`src/rtl/fsm_slave_arb_if.sv`:
```
// Bus bundle between the two per-master routing FSMs, the slave-side
// arbiter and the downstream slave. The arbiter uses the slave modport;
// the surrounding fabric (or a bench) uses the master modport.
interface fsm_slave_arb_if #(
  parameter int DATA_WIDTH = 32,
  parameter int ADDR_WIDTH = 4
);
  // master 1 request side
  logic                  req_m1;
  logic                  cmd_m1;
  logic [ADDR_WIDTH-1:0] addr_m1;
  logic [DATA_WIDTH-1:0] wdata_m1;
  logic                  ack_m1;
  logic [DATA_WIDTH-1:0] rdata_m1;
  // master 2 request side
  logic                  req_m2;
  logic                  cmd_m2;
  logic [ADDR_WIDTH-1:0] addr_m2;
  logic [DATA_WIDTH-1:0] wdata_m2;
  logic                  ack_m2;
  logic [DATA_WIDTH-1:0] rdata_m2;
  // single slave interface
  logic                  req_s;
  logic                  cmd_s;
  logic [ADDR_WIDTH-1:0] addr_s;
  logic [DATA_WIDTH-1:0] wdata_s;
  logic                  ack_s;
  logic [DATA_WIDTH-1:0] rdata_s;
  logic                  err_timeout;

  // arbiter view
  modport slave (
    input  req_m1, cmd_m1, addr_m1, wdata_m1,
    input  req_m2, cmd_m2, addr_m2, wdata_m2,
    input  ack_s, rdata_s,
    output ack_m1, rdata_m1, ack_m2, rdata_m2,
    output req_s, cmd_s, addr_s, wdata_s, err_timeout
  );

  // environment view (masters + slave model)
  modport master (
    output req_m1, cmd_m1, addr_m1, wdata_m1,
    output req_m2, cmd_m2, addr_m2, wdata_m2,
    output ack_s, rdata_s,
    input  ack_m1, rdata_m1, ack_m2, rdata_m2,
    input  req_s, cmd_s, addr_s, wdata_s, err_timeout
  );
endinterface

```
`src/rtl/fsm_slave_arb.sv`:
```
// Slave-side port of the 2x2 crossbar: round-robin arbitration of two
// masters onto one slave, registered read data back to the winner and a
// watchdog that force-completes a hung slave access with an error.
module fsm_slave_arb #(
  parameter int                    DATA_WIDTH = 32,
  parameter int                    ADDR_WIDTH = 4,
  parameter int unsigned           TIMEOUT    = 16,
  parameter logic [DATA_WIDTH-1:0] ERR_DATA   = 32'hFFFF_FFFF
) (
  input  logic                clock,
  input  logic                reset_n,
  fsm_slave_arb_if.slave      bus
);

  typedef enum logic [1:0] {IDLE, GNT_M1, GNT_M2} state_t;

  // command captured on grant entry, held stable while req_s is high
  typedef struct packed {
    logic                  cmd;
    logic [ADDR_WIDTH-1:0] addr;
    logic [DATA_WIDTH-1:0] wdata;
  } cmd_t;

  localparam bit          TO_EN   = (TIMEOUT != 0);
  localparam logic [15:0] TO_LAST = TO_EN ? 16'(TIMEOUT - 1) : 16'd0;

  state_t                state_q, state_d;
  logic                  last_m2_q;   // 1: master 2 held the last grant
  logic [15:0]           cnt_q;
  cmd_t                  cap_q;
  logic [DATA_WIDTH-1:0] rdata_m1_q, rdata_m2_q;

  logic                  timeout_hit;
  logic                  ack_m1, ack_m2;
  logic                  req_s, cmd_s;
  logic [ADDR_WIDTH-1:0] addr_s;
  logic [DATA_WIDTH-1:0] wdata_s;

  cmd_t req1, req2;
  assign req1 = '{cmd: bus.cmd_m1, addr: bus.addr_m1, wdata: bus.wdata_m1};
  assign req2 = '{cmd: bus.cmd_m2, addr: bus.addr_m2, wdata: bus.wdata_m2};

  // next state, slave-side drive and completion decode
  always_comb begin
    state_d     = state_q;
    timeout_hit = 1'b0;
    ack_m1      = 1'b0;
    ack_m2      = 1'b0;
    req_s       = 1'b0;
    cmd_s       = 1'b0;
    addr_s      = '0;
    wdata_s     = '0;
    case (state_q)
      IDLE: begin
        // tie goes to whoever did not win last time; ack_s is ignored here
        if (bus.req_m1 && (!bus.req_m2 || last_m2_q)) state_d = GNT_M1;
        else if (bus.req_m2)                          state_d = GNT_M2;
      end
      GNT_M1, GNT_M2: begin
        req_s   = 1'b1;
        cmd_s   = cap_q.cmd;
        addr_s  = cap_q.addr;
        wdata_s = cap_q.wdata;
        // a real ack on the expiry cycle takes priority over the timeout
        timeout_hit = TO_EN && !bus.ack_s && (cnt_q == TO_LAST);
        ack_m1 = (state_q == GNT_M1) && (bus.ack_s || timeout_hit);
        ack_m2 = (state_q == GNT_M2) && (bus.ack_s || timeout_hit);
        if (bus.ack_s || timeout_hit) state_d = IDLE;
      end
      default: state_d = IDLE;
    endcase
  end

  // state register
  always_ff @(posedge clock or negedge reset_n) begin
    if (!reset_n) state_q <= IDLE;
    else          state_q <= state_d;
  end

  // grant capture, watchdog counter and returned read data
  always_ff @(posedge clock or negedge reset_n) begin
    if (!reset_n) begin
      last_m2_q  <= 1'b1;
      cnt_q      <= '0;
      cap_q      <= '0;
      rdata_m1_q <= '0;
      rdata_m2_q <= '0;
    end else if (state_q == IDLE) begin
      if (state_d != IDLE) begin
        cap_q     <= (state_d == GNT_M1) ? req1 : req2;
        cnt_q     <= '0;
        last_m2_q <= (state_d == GNT_M2);
      end
    end else if (bus.ack_s) begin
      // writes leave the master's read data untouched
      if (!cap_q.cmd) begin
        if (state_q == GNT_M1) rdata_m1_q <= bus.rdata_s;
        else                   rdata_m2_q <= bus.rdata_s;
      end
    end else if (timeout_hit) begin
      if (state_q == GNT_M1) rdata_m1_q <= ERR_DATA;
      else                   rdata_m2_q <= ERR_DATA;
    end else if (TO_EN) begin
      cnt_q <= cnt_q + 16'd1;
    end
  end

  assign bus.ack_m1      = ack_m1;
  assign bus.ack_m2      = ack_m2;
  assign bus.rdata_m1    = rdata_m1_q;
  assign bus.rdata_m2    = rdata_m2_q;
  assign bus.req_s       = req_s;
  assign bus.cmd_s       = cmd_s;
  assign bus.addr_s      = addr_s;
  assign bus.wdata_s     = wdata_s;
  assign bus.err_timeout = timeout_hit;

endmodule
```
`src/flat_wrapper.sv`:
```
// flat-port wrapper written by rule: the top's interface ports become plain ports
module fsm_slave_arb_flat 
#(
  parameter int                    DATA_WIDTH = 32,
  parameter int                    ADDR_WIDTH = 4,
  parameter int unsigned           TIMEOUT    = 16,
  parameter logic [DATA_WIDTH-1:0] ERR_DATA   = 32'hFFFF_FFFF
)
  (clock, reset_n, bus_req_m1, bus_cmd_m1, bus_addr_m1, bus_wdata_m1, bus_req_m2, bus_cmd_m2, bus_addr_m2, bus_wdata_m2, bus_ack_s, bus_rdata_s, bus_ack_m1, bus_rdata_m1, bus_ack_m2, bus_rdata_m2, bus_req_s, bus_cmd_s, bus_addr_s, bus_wdata_s, bus_err_timeout);
  fsm_slave_arb_if #(.DATA_WIDTH(DATA_WIDTH), .ADDR_WIDTH(ADDR_WIDTH)) bus_i ();
  input  logic clock;
  input  logic reset_n;
  input wire logic [$bits(bus_i.req_m1)-1:0] bus_req_m1;
  input wire logic [$bits(bus_i.cmd_m1)-1:0] bus_cmd_m1;
  input wire logic [$bits(bus_i.addr_m1)-1:0] bus_addr_m1;
  input wire logic [$bits(bus_i.wdata_m1)-1:0] bus_wdata_m1;
  input wire logic [$bits(bus_i.req_m2)-1:0] bus_req_m2;
  input wire logic [$bits(bus_i.cmd_m2)-1:0] bus_cmd_m2;
  input wire logic [$bits(bus_i.addr_m2)-1:0] bus_addr_m2;
  input wire logic [$bits(bus_i.wdata_m2)-1:0] bus_wdata_m2;
  input wire logic [$bits(bus_i.ack_s)-1:0] bus_ack_s;
  input wire logic [$bits(bus_i.rdata_s)-1:0] bus_rdata_s;
  output wire logic [$bits(bus_i.ack_m1)-1:0] bus_ack_m1;
  output wire logic [$bits(bus_i.rdata_m1)-1:0] bus_rdata_m1;
  output wire logic [$bits(bus_i.ack_m2)-1:0] bus_ack_m2;
  output wire logic [$bits(bus_i.rdata_m2)-1:0] bus_rdata_m2;
  output wire logic [$bits(bus_i.req_s)-1:0] bus_req_s;
  output wire logic [$bits(bus_i.cmd_s)-1:0] bus_cmd_s;
  output wire logic [$bits(bus_i.addr_s)-1:0] bus_addr_s;
  output wire logic [$bits(bus_i.wdata_s)-1:0] bus_wdata_s;
  output wire logic [$bits(bus_i.err_timeout)-1:0] bus_err_timeout;
  assign bus_i.req_m1 = bus_req_m1;
  assign bus_i.cmd_m1 = bus_cmd_m1;
  assign bus_i.addr_m1 = bus_addr_m1;
  assign bus_i.wdata_m1 = bus_wdata_m1;
  assign bus_i.req_m2 = bus_req_m2;
  assign bus_i.cmd_m2 = bus_cmd_m2;
  assign bus_i.addr_m2 = bus_addr_m2;
  assign bus_i.wdata_m2 = bus_wdata_m2;
  assign bus_i.ack_s = bus_ack_s;
  assign bus_i.rdata_s = bus_rdata_s;
  assign bus_ack_m1 = bus_i.ack_m1;
  assign bus_rdata_m1 = bus_i.rdata_m1;
  assign bus_ack_m2 = bus_i.ack_m2;
  assign bus_rdata_m2 = bus_i.rdata_m2;
  assign bus_req_s = bus_i.req_s;
  assign bus_cmd_s = bus_i.cmd_s;
  assign bus_addr_s = bus_i.addr_s;
  assign bus_wdata_s = bus_i.wdata_s;
  assign bus_err_timeout = bus_i.err_timeout;
  fsm_slave_arb #(.DATA_WIDTH(DATA_WIDTH), .ADDR_WIDTH(ADDR_WIDTH), .TIMEOUT(TIMEOUT), .ERR_DATA(ERR_DATA)) u_core (.clock(clock), .reset_n(reset_n), .bus(bus_i));
endmodule
```
`config.mk`:
```
export PLATFORM = sky130hd
export DESIGN_NAME = fsm_slave_arb_flat
export DESIGN_NICKNAME = d
export VERILOG_FILES = /design/src/rtl/fsm_slave_arb_if.sv /design/src/rtl/fsm_slave_arb.sv /design/src/flat_wrapper.sv
export SDC_FILE = /design/constraint.sdc
export NUM_CORES = 1
export LEC_CHECK = 0
export BUFFER_PORTS_ARGS = -buffer_cell sky130_fd_sc_hd__buf_4
export CORE_MARGIN = 3
export CORE_UTILIZATION = 45
export CTS_CLUSTER_DIAMETER = 80
export CTS_CLUSTER_SIZE = 10
export DETAILED_ROUTE_END_ITERATION = 10
export PLACE_DENSITY = 0.76
export SYNTH_ARGS = -nofsm -noshare
export SYNTH_HDL_FRONTEND = slang
export SYNTH_SLANG_ARGS = --single-unit
```
`constraint.sdc`:
```
create_clock -name clock -period 1.99 [get_ports clock]
set_input_delay 0.597 -clock clock [delete_from_list [all_inputs] [get_ports clock]]
set_output_delay 0.597 -clock clock [all_outputs]
set_load 0.01 [all_outputs]
```
== Yosys cells after proc, flatten, opt, wreduce, memory -nomap -nowiden ==
Index checks and enable logic that the tools add are counted.

* Flip-flop bits (word level): 120
* Output and inout port bits: 105
* Input port bits: 111
* Logic and storage cells: 62

* Multiplexer cells: 26
* Add/subtract/negate cells: 1
* Eq/ne operators: 9
* Reduce and logical (&&, ||, !) cells: 16
* Bitwise logic cells: 2

{| class="wikitable"
|+ Operators by type and width
! operator !! count
|-
| $mux 32 || 11
|-
| $mux 16 || 4
|-
| $mux 37 || 1
|-
| $add 16x1->16 const B || 1
|-
| $eq 16x4->1 const B || 1
|-
| $reduce_and 4->1 || 2
|-
| $mux 2 || 3
|-
| $mux 1 || 5
|-
| $eq 2x1->1 const B || 2
|-
| $eq 2x2->1 const B || 2
|-
| $logic_and 1x1->1 || 4
|-
| $mux 4 || 1
|-
| $ne 2x1->1 const B || 2
|-
| $ne 2x2->1 const B || 2
|-
| $pmux 2 s2 || 1
|-
| $reduce_bool 2->1 || 2
|-
| $reduce_and 3->1 || 1
|-
| $logic_not 1->1 || 2
|-
| $logic_not 2->1 || 1
|-
| $logic_or 1x1->1 || 2
|-
| $not 1->1 || 2
|-
| $reduce_and 2->1 || 1
|-
| $reduce_or 2->1 || 1
|}

== Logic depth before layout (Yosys ltp) ==
Gate-level depths: netlist (run 1).

* Word-level depth: 8
* Depth in mapped cells: 12
* Mapped depth without buffers: 8

== Worst setup path after synthesis (run 1) ==
Ideal clock, no wire load.

* Kind: register to register
* Start: register u_core.state_q[0]
* End: register u_core.cap_q[14] (netlist name)
* Clock period less this slack: 2149 ps
* Setup time: 77 ps
* Cell stages (with the launch flop): 9
* Data required time: 1913 ps
* Data arrival time: 2071 ps
* Setup slack: -159 ps
* Path buffers: 1
* Cell sequence: dfrtp_1 > inv_1 > ha_1 > nor2b_1 > nand2_1 > o21ai_1 > clkbuf_1 > o21ai_0 > a21oi_1

* Word-level cells in the longest chain between the ends: 5
* Elaborated cells on any way between the ends: 12
* Classes of those cells: eq/ne (3); mux (5); reduce/logical (4)

{| class="wikitable"
|+ RTL lines
! element !! line !! source
|-
| start, declared || fsm_slave_arb.sv:27 || <nowiki>state_t state_q, state_d;</nowiki>
|-
| start signal, assigned || fsm_slave_arb.sv:77 || <nowiki>else state_q <= state_d;</nowiki>
|-
| $eq 2x1->1, or another cell as far along || fsm_slave_arb.sv:53 || <nowiki>case (state_q)</nowiki>
|-
| $reduce_or 2->1 / $mux 2 (equally long branches) || fsm_slave_arb.sv:53, fsm_slave_arb.sv:56 ||
|-
| $pmux 2 s2 || fsm_slave_arb.sv:53 ||
|-
| $eq 2x1->1 / $reduce_bool 2->1 (equally long branches) || fsm_slave_arb.sv:90, fsm_slave_arb.sv:89 ||
|-
| $mux 37 / $reduce_and 2->1 (equally long branches) || - ||
|-
| end signal, assigned || fsm_slave_arb.sv:90 || <nowiki>cap_q <= (state_d == GNT_M1) ? req1 : req2;</nowiki>
|-
| end, declared || fsm_slave_arb.sv:30 || <nowiki>cmd_t cap_q;</nowiki>
|}

Several ways; a longest one is shown, not always the timed one.
A chain may end at the register's enable or synchronous reset.

== Worst setup path after layout (run 1) ==
* Start: register u_core.cnt_q[12]
* End: register u_core.cap_q[15] (netlist name)

* Word-level cells in the longest chain between the ends: 7
* Elaborated cells on any way between the ends: 9
* Classes of those cells: eq/ne (2); mux (3); reduce/logical (4)

{| class="wikitable"
|+ RTL lines
! element !! line !! source
|-
| start, declared || fsm_slave_arb.sv:29 || <nowiki>logic [15:0] cnt_q;</nowiki>
|-
| start signal, assigned || fsm_slave_arb.sv:104 || <nowiki>cnt_q <= cnt_q + 16'd1;</nowiki>
|-
| $eq 16x4->1 * || fsm_slave_arb.sv:65 || <nowiki>timeout_hit = TO_EN && !bus.ack_s && (cnt_q == TO_LAST);</nowiki>
|-
| $logic_and 1x1->1 * || fsm_slave_arb.sv:65 ||
|-
| $logic_or 1x1->1 * || fsm_slave_arb.sv:68 || <nowiki>if (bus.ack_s || timeout_hit) state_d = IDLE;</nowiki>
|-
| $mux 2 * || fsm_slave_arb.sv:68 ||
|-
| $pmux 2 s2 * || fsm_slave_arb.sv:53 ||
|-
| $eq 2x1->1 / $reduce_bool 2->1 (equally long branches) || fsm_slave_arb.sv:90, fsm_slave_arb.sv:89 ||
|-
| $mux 37 / $reduce_and 2->1 (equally long branches) || - ||
|}

Every way passes the cells marked *; elsewhere a longest branch is shown, timed or not.

==> results of run 1 <==
[stage by stage]
step	power, mW	hold WS (ns)
6_report	21.6	0.221
3_5_place_dp	11.4	0.492
4_1_cts	18.8	0.237
2_1_floorplan	7.99	0.301
5_1_grt	22.2	0.257
3_3_place_gp	11.1	0.487
[power by group through the flow]
stage	registers (mW)	clock network (mW)	logic [mW]
4_1_cts	4.19	2.95	11.7
2_1_floorplan	4.30	0	3.69
3_3_place_gp	4.09	0	7.06
5_1_grt	4.43	3.13	14.6
3_5_place_dp	4.15	0	7.22
6_report	4.38	3.00	14.3
[kinds of logic (layout without fill, tap and decap cells)]
kind of cell    after synthesis  in the layout  synth area share
flops                       120            120             0.501
buf+inv                      53            390            0.0499
compound gates              155            155             0.153
simple gates                162            162             0.154
fa+ha+maj                     6              6            0.0125
mux                          68             68             0.130
[per-layer routing]
metal  vias to the layer above  GRT usage  wire, µm
met4                         0      0.167      2670
met5                         -          0         0
met2                       608      0.581     14700
met3                       237     0.0788      2840
li1                       2674          -         -
met1                      3308      0.371      9780
[sequential cells by signal, indices dropped and copies added (netlist names)]
register             cells
u_core.last_m2_q         1
u_core.state_q           2
u_core.cnt_q            16
u_core.bus.rdata_m1     32
u_core.bus.rdata_m2     32
u_core.cap_q            37
[worst max-delay path: stages, from the launching register on]
cell and delay, ns:
dfrtp_1 0.42, nor4_2 0.35, buf_4 0.18, buf_4 0.10, nand4_4 0.11, buf_6 0.16
a41oi_4 0.28, clkinv_4 0.18, buf_6 0.18, buf_16 0.14, a31oi_1 0.21, a21oi_1 0.14
[cells in the mapped netlist (all sizes together)]
cell | instances | area, µm²
nor3b | 3 | 27.5
nand3 | 7 | 35.0
a211oi | 1 | 12.5
and2 | 41 | 257
a22o | 5 | 43.8
nor2b | 7 | 43.8
nor4 | 4 | 61.3
a21oi | 43 | 215
and3 | 3 | 18.8
nor2 | 48 | 180
o22ai | 7 | 43.8
buf | 25 | 194
and4 | 2 | 17.5
nand4 | 5 | 37.5
nor3 | 3 | 15.0
dfstp | 1 | 26.3
ha | 6 | 75.1
dfrtp | 119 | 2980
o22a | 3 | 26.3
nand2b | 33 | 206
a211o | 1 | 8.76
mux2i | 4 | 40.0
a21o | 3 | 22.5
mux2 | 64 | 739
a31oi | 41 | 257
o21a | 1 | 7.51
clkbuf | 19 | 71.3
a41oi | 3 | 33.8
inv | 9 | 33.8
a21boi | 1 | 7.51
nand2 | 6 | 22.5
o21ai | 46 | 238
[timing repair]
| action | CTS | global route |
|---|---|---|
| cloned | 23 | 5 |
| endpoints found under the hold margin | 0 | 0 |
| setup buffers | 44 | 26 |
| resized for setup | 252 | 127 |
| pin swaps | 86 | 55 |
| endpoints found under the setup margin | 153 | 160 |
[how the worst max path moves through the flow]
stage,start,to
2_1_floorplan,u_core.cnt_q[0],bus_ack_m1
6_report,u_core.cnt_q[12],u_core.cap_q[15]
3_3_place_gp,u_core.cnt_q[0],bus_ack_m1
5_1_grt,u_core.cnt_q[12],u_core.cap_q[15]
4_1_cts,u_core.cnt_q[10],bus_err_timeout
3_5_place_dp,u_core.cnt_q[0],bus_ack_m1
[area by class of cell]
cell class	count	area [µm²]
multi-input combinational	391	3860
timing repair buffer	350	3640
sequential	120	3000
fill	531	1500
clock buffer	23	498
tap	172	215
clock inverter	8	70.1
inverter	9	38.8
==> impl_metrics.ini, run 1 <==
[status]
status = finished, violations left
violations = negative setup slack

[clocking]
cts_buffer_depth = 2
clk-insertion-delay-late_ns = 0.43
tritoncts = done
cts.htree.levels = 4
clk_pin_slew_worst_paths_ns = 0.06
clock-sinks = 120
root_buffer = clkbuf_16
hold_buffers = 0
cts_made_buffers = 17

[timing]
skew_ns = 0.0121
rsz0062_at_grt = yes
finalHoldViolations = 0
fin_crit_sh = 1.31
slew_viol_final = 0
max_freq_mhz = 385
tightest_slew_ns = 0.820
timing.slew.headroom = 0.448
setup_tns_ns = -57.85
min_period_ns = 2.60
setup_slack_ns = -0.610
setup_violations = 161

[detailed_routing]
dr.first_iter.drc_count = 893
drtAntennaViolNets = 0
num_vias = 6827
route.detailed.drc = 0
vias_per_cell = 6.36
avgRoutedWirePerCell_um = 28.0
drt_pass1_iterations = 5
routed_wl_um = 30000

[pwr]
p_seq_frac = 0.202
p_clk_frac = 0.139
p_sw_mw = 8.61
power_density_nw_per_um2 = 1910
peakVddDrop_mv = 1.56
p_leak_nw = 5.18
comb_power_share = 0.659
intPower_mw = 13.0
swShare = 0.398

[setup_path]
cp_max_fo = 5
start_kind = register
r2r_start = u_core.cnt_q[12]
ff2ff_path_depth = 11
worst-setup-path-type = reg2reg
r2r_slack_ns = -0.61
critPathCaptureType = register
cp.required_ns = 2.28
arrival_ns = 2.89
reg2reg_to = u_core.cap_q[15]

[yosys]
syn_area_um2 = 6000
synth-seq-cells = 120
netlist_instances = 564
yosysWarnings = 0
syn-num-nets = 681
synth.distinct_cells = 44
synth_area_per_cell_um2 = 10.6
synth_seq_area_share = 0.501

[placement]
globalplace.congestion = 0.856
dpl_cell_area_um2 = 8120
dpl_worst_slack_ns = -0.110
dp_hpwl_um = 12500
io_buffers = 215
place_inst = 959

[finish]
drive_gt1_frac = 0.657
nets = 1006
final_common_cell = buf_4
final_cell_mix = buf_4, dfrtp_1, buf_6, mux2_4, nor2_1
syn_to_final_growth_pct = 88.9
fin_util = 0.883
antennaDiodeCount = 0
post-route-cell-area_um2 = 11300
final_cells = 1073

[run]
cap_violations = 0

[floorplanning]
fp.dieW_um = 121
num_rows = 41
core_um2 = 12800
pin_count = 216
dieArea_um2 = 14700
start_util = 0.468
die_y_um = 121

[global_route]
grt_max_degree = 85
grtUsageTotal = 0.330
antenna_found_initial = 0
grt_pass1_wl_um = 37000
gr-total-overflow = 0
grt_pass1_vias = 6626

[hold_path]
hold_path_class = in2async
Note: power is estimated with default switching activity, not from simulation.
==> run 2: changes to the inputs <==
--- a/config.mk
+++ b/config.mk
@@ -12,6 +12,7 @@
 export CTS_CLUSTER_SIZE = 10
 export DETAILED_ROUTE_END_ITERATION = 10
 export PLACE_DENSITY = 0.76
+export SETUP_SLACK_MARGIN = 0.5
 export SYNTH_ARGS = -nofsm -noshare
 export SYNTH_HDL_FRONTEND = slang
 export SYNTH_SLANG_ARGS = --single-unit
==> run 2 against run 1 <==
Net effect: the run still ends with negative setup slack left; worst hold slack worse by 0.067 ns; die area did not move; clock power increased by 8.0%; register-to-register slack gained 0.10 ns; core utilization increased by 2.1 points; largest cell class is now buffers; cell area up 2.4%; clock skew is 0.0015 ns higher; largest power group unchanged.
==> impl_metrics.ini, run 2 (synthesis results as in run 1) <==
[global_route]
grt_pass1_wl_um = 35700
grt_pass1_vias = 6581
grtUsageTotal = 0.315
antenna_found_initial = 0
grt_max_degree = 37
gr-total-overflow = 0

[placement]
globalplace.congestion = 0.807
io_buffers = 215
place_inst = 946
dp_hpwl_um = 12300

[clocking]
clk-insertion-delay-late_ns = 0.43
cts_buffer_depth = 2
cts_made_buffers = 17
clk_pin_slew_worst_paths_ns = 0.07
tritoncts = done
cts.htree.levels = 4
clock-sinks = 120
root_buffer = clkbuf_16

[floorplanning]
fp.dieW_um = 121
die_y_um = 121
start_util = 0.468
dieArea_um2 = 14700
core_um2 = 12800
pin_count = 216
num_rows = 41

[finish]
final_cell_mix = buf_4, buf_6, dfrtp_1, mux2_2, nor2_1
largest_reg_flops = 37
regArea_um2 = 3010
final_common_cell = buf_4
syn_to_final_growth_pct = 93.4
nets = 1026
regMostFlops = u_core.cap_q
antennaDiodeCount = 0
drive_gt1_frac = 0.671
multi_input_area_um2 = 3680
final_cells = 1094
n_fill_cell = 461

[timing]
fin_crit_sh = 1.26
max_freq_mhz = 400
setup_slack_ns = -0.508
timing.slew.headroom = 0.560
rsz0062_at_grt = yes
finalHoldViolations = 0
tightest_slew_ns = 0.654
setup_violations = 161
min_period_ns = 2.50
skew_ns = 0.0136
slew_viol_final = 0
setup_tns_ns = -50.35

[detailed_routing]
drt_pass1_iterations = 6
avgRoutedWirePerCell_um = 26.8
dr.first_iter.drc_count = 843
route.detailed.drc = 0
vias_per_cell = 6.28
num_vias = 6869
routed_wl_um = 29400
drtAntennaViolNets = 0

[pwr]
p_leak_nw = 5.06
peakVddDrop_mv = 1.32
power_density_nw_per_um2 = 1930
power_mw = 22.4

[hold_path]
hold_path_class = in2async

[setup_path]
cp.required_ns = 2.28
critPathCaptureType = register
cp_max_fo = 6
arrival_ns = 2.79
worst-setup-path-type = reg2reg
start_kind = register

[status]
status = finished, violations left
violations = negative setup slack

[run]
cap_violations = 0
-- run 2: report_power, final --
group	internal, mW	switching, mW
logic	8.04	6.68
clock network	1.98	1.27
registers	3.53	0.885
total	13.5	8.83
-- run 2: area by class of cell --
cell class,instances,share of cell area
inverters,9,0.00518
repair buffers,366,0.341
well taps,172,0.0186
repair inverters,4,0.00669
clock buffers,18,0.0370
multi-input cells,391,0.317
flip-flops and latches,120,0.259
clock inverters,14,0.0152
-- run 2: worst paths after layout --
check	start	endpoint	slack (ns)	depth (start not counted)
worst max-delay path	u_core.cnt_q[13]	u_core.cap_q[18]	-0.51	11
worst min-delay path	reset_n	u_core.bus.rdata_m2[21]	0.15	1
worst max register to register	u_core.cnt_q[13]	u_core.cap_q[18]	-0.51	11
worst min register to register	u_core.bus.rdata_m2[25]	u_core.bus.rdata_m2[25]	0.53	1
max in group asynchronous	reset_n	u_core.bus.rdata_m1[4]	1.26	2
min in group clock	bus_wdata_m2[8]	u_core.cap_q[8]	0.42	3
-- run 2: worst max-delay path, cell delays in order, from the launching register on --
cell	delay (ns)
dfrtp_1	0.46
nor4_4	0.36
and4_4	0.31
buf_4	0.13
buf_6	0.10
buf_6	0.10
buf_6	0.11
o21ai_4	0.08
buf_12	0.18
buf_6	0.13
o21ai_0	0.25
a21oi_2	0.15
-- run 2: metal layers --
layer / global-route usage / up-vias / routed length, µm
li1: - / 2725 / -
met1: 0.373 / 3353 / 9930
met2: 0.537 / 618 / 14700
met3: 0.0788 / 173 / 2800
met4: 0.144 / 0 / 1940
met5: 0 / - / 0
-- run 2: timing repair --
| action | in CTS | in global routing |
|---|---|---|
| setup buffers | 66 | 24 |
| hold buffers | 0 | 0 |
| resized for setup | 200 | 118 |
| endpoints found under the setup margin | 225 | 225 |
| pin swaps | 66 | 47 |
| gates cloned | 19 | 7 |
-- run 2: stage by stage --
stage	hold WS, ns	area, µm²	utilization	worst slack (ns)
after floorplan	0.301	6270	-	0.112
after global placement	0.489	8230	0.642	0.000126
after detailed placement	0.494	8230	0.642	-0.0598
after CTS	0.159	10700	0.831	-0.385
after global routing	0.167	11600	0.904	-0.540
final	0.154	11600	0.904	-0.508
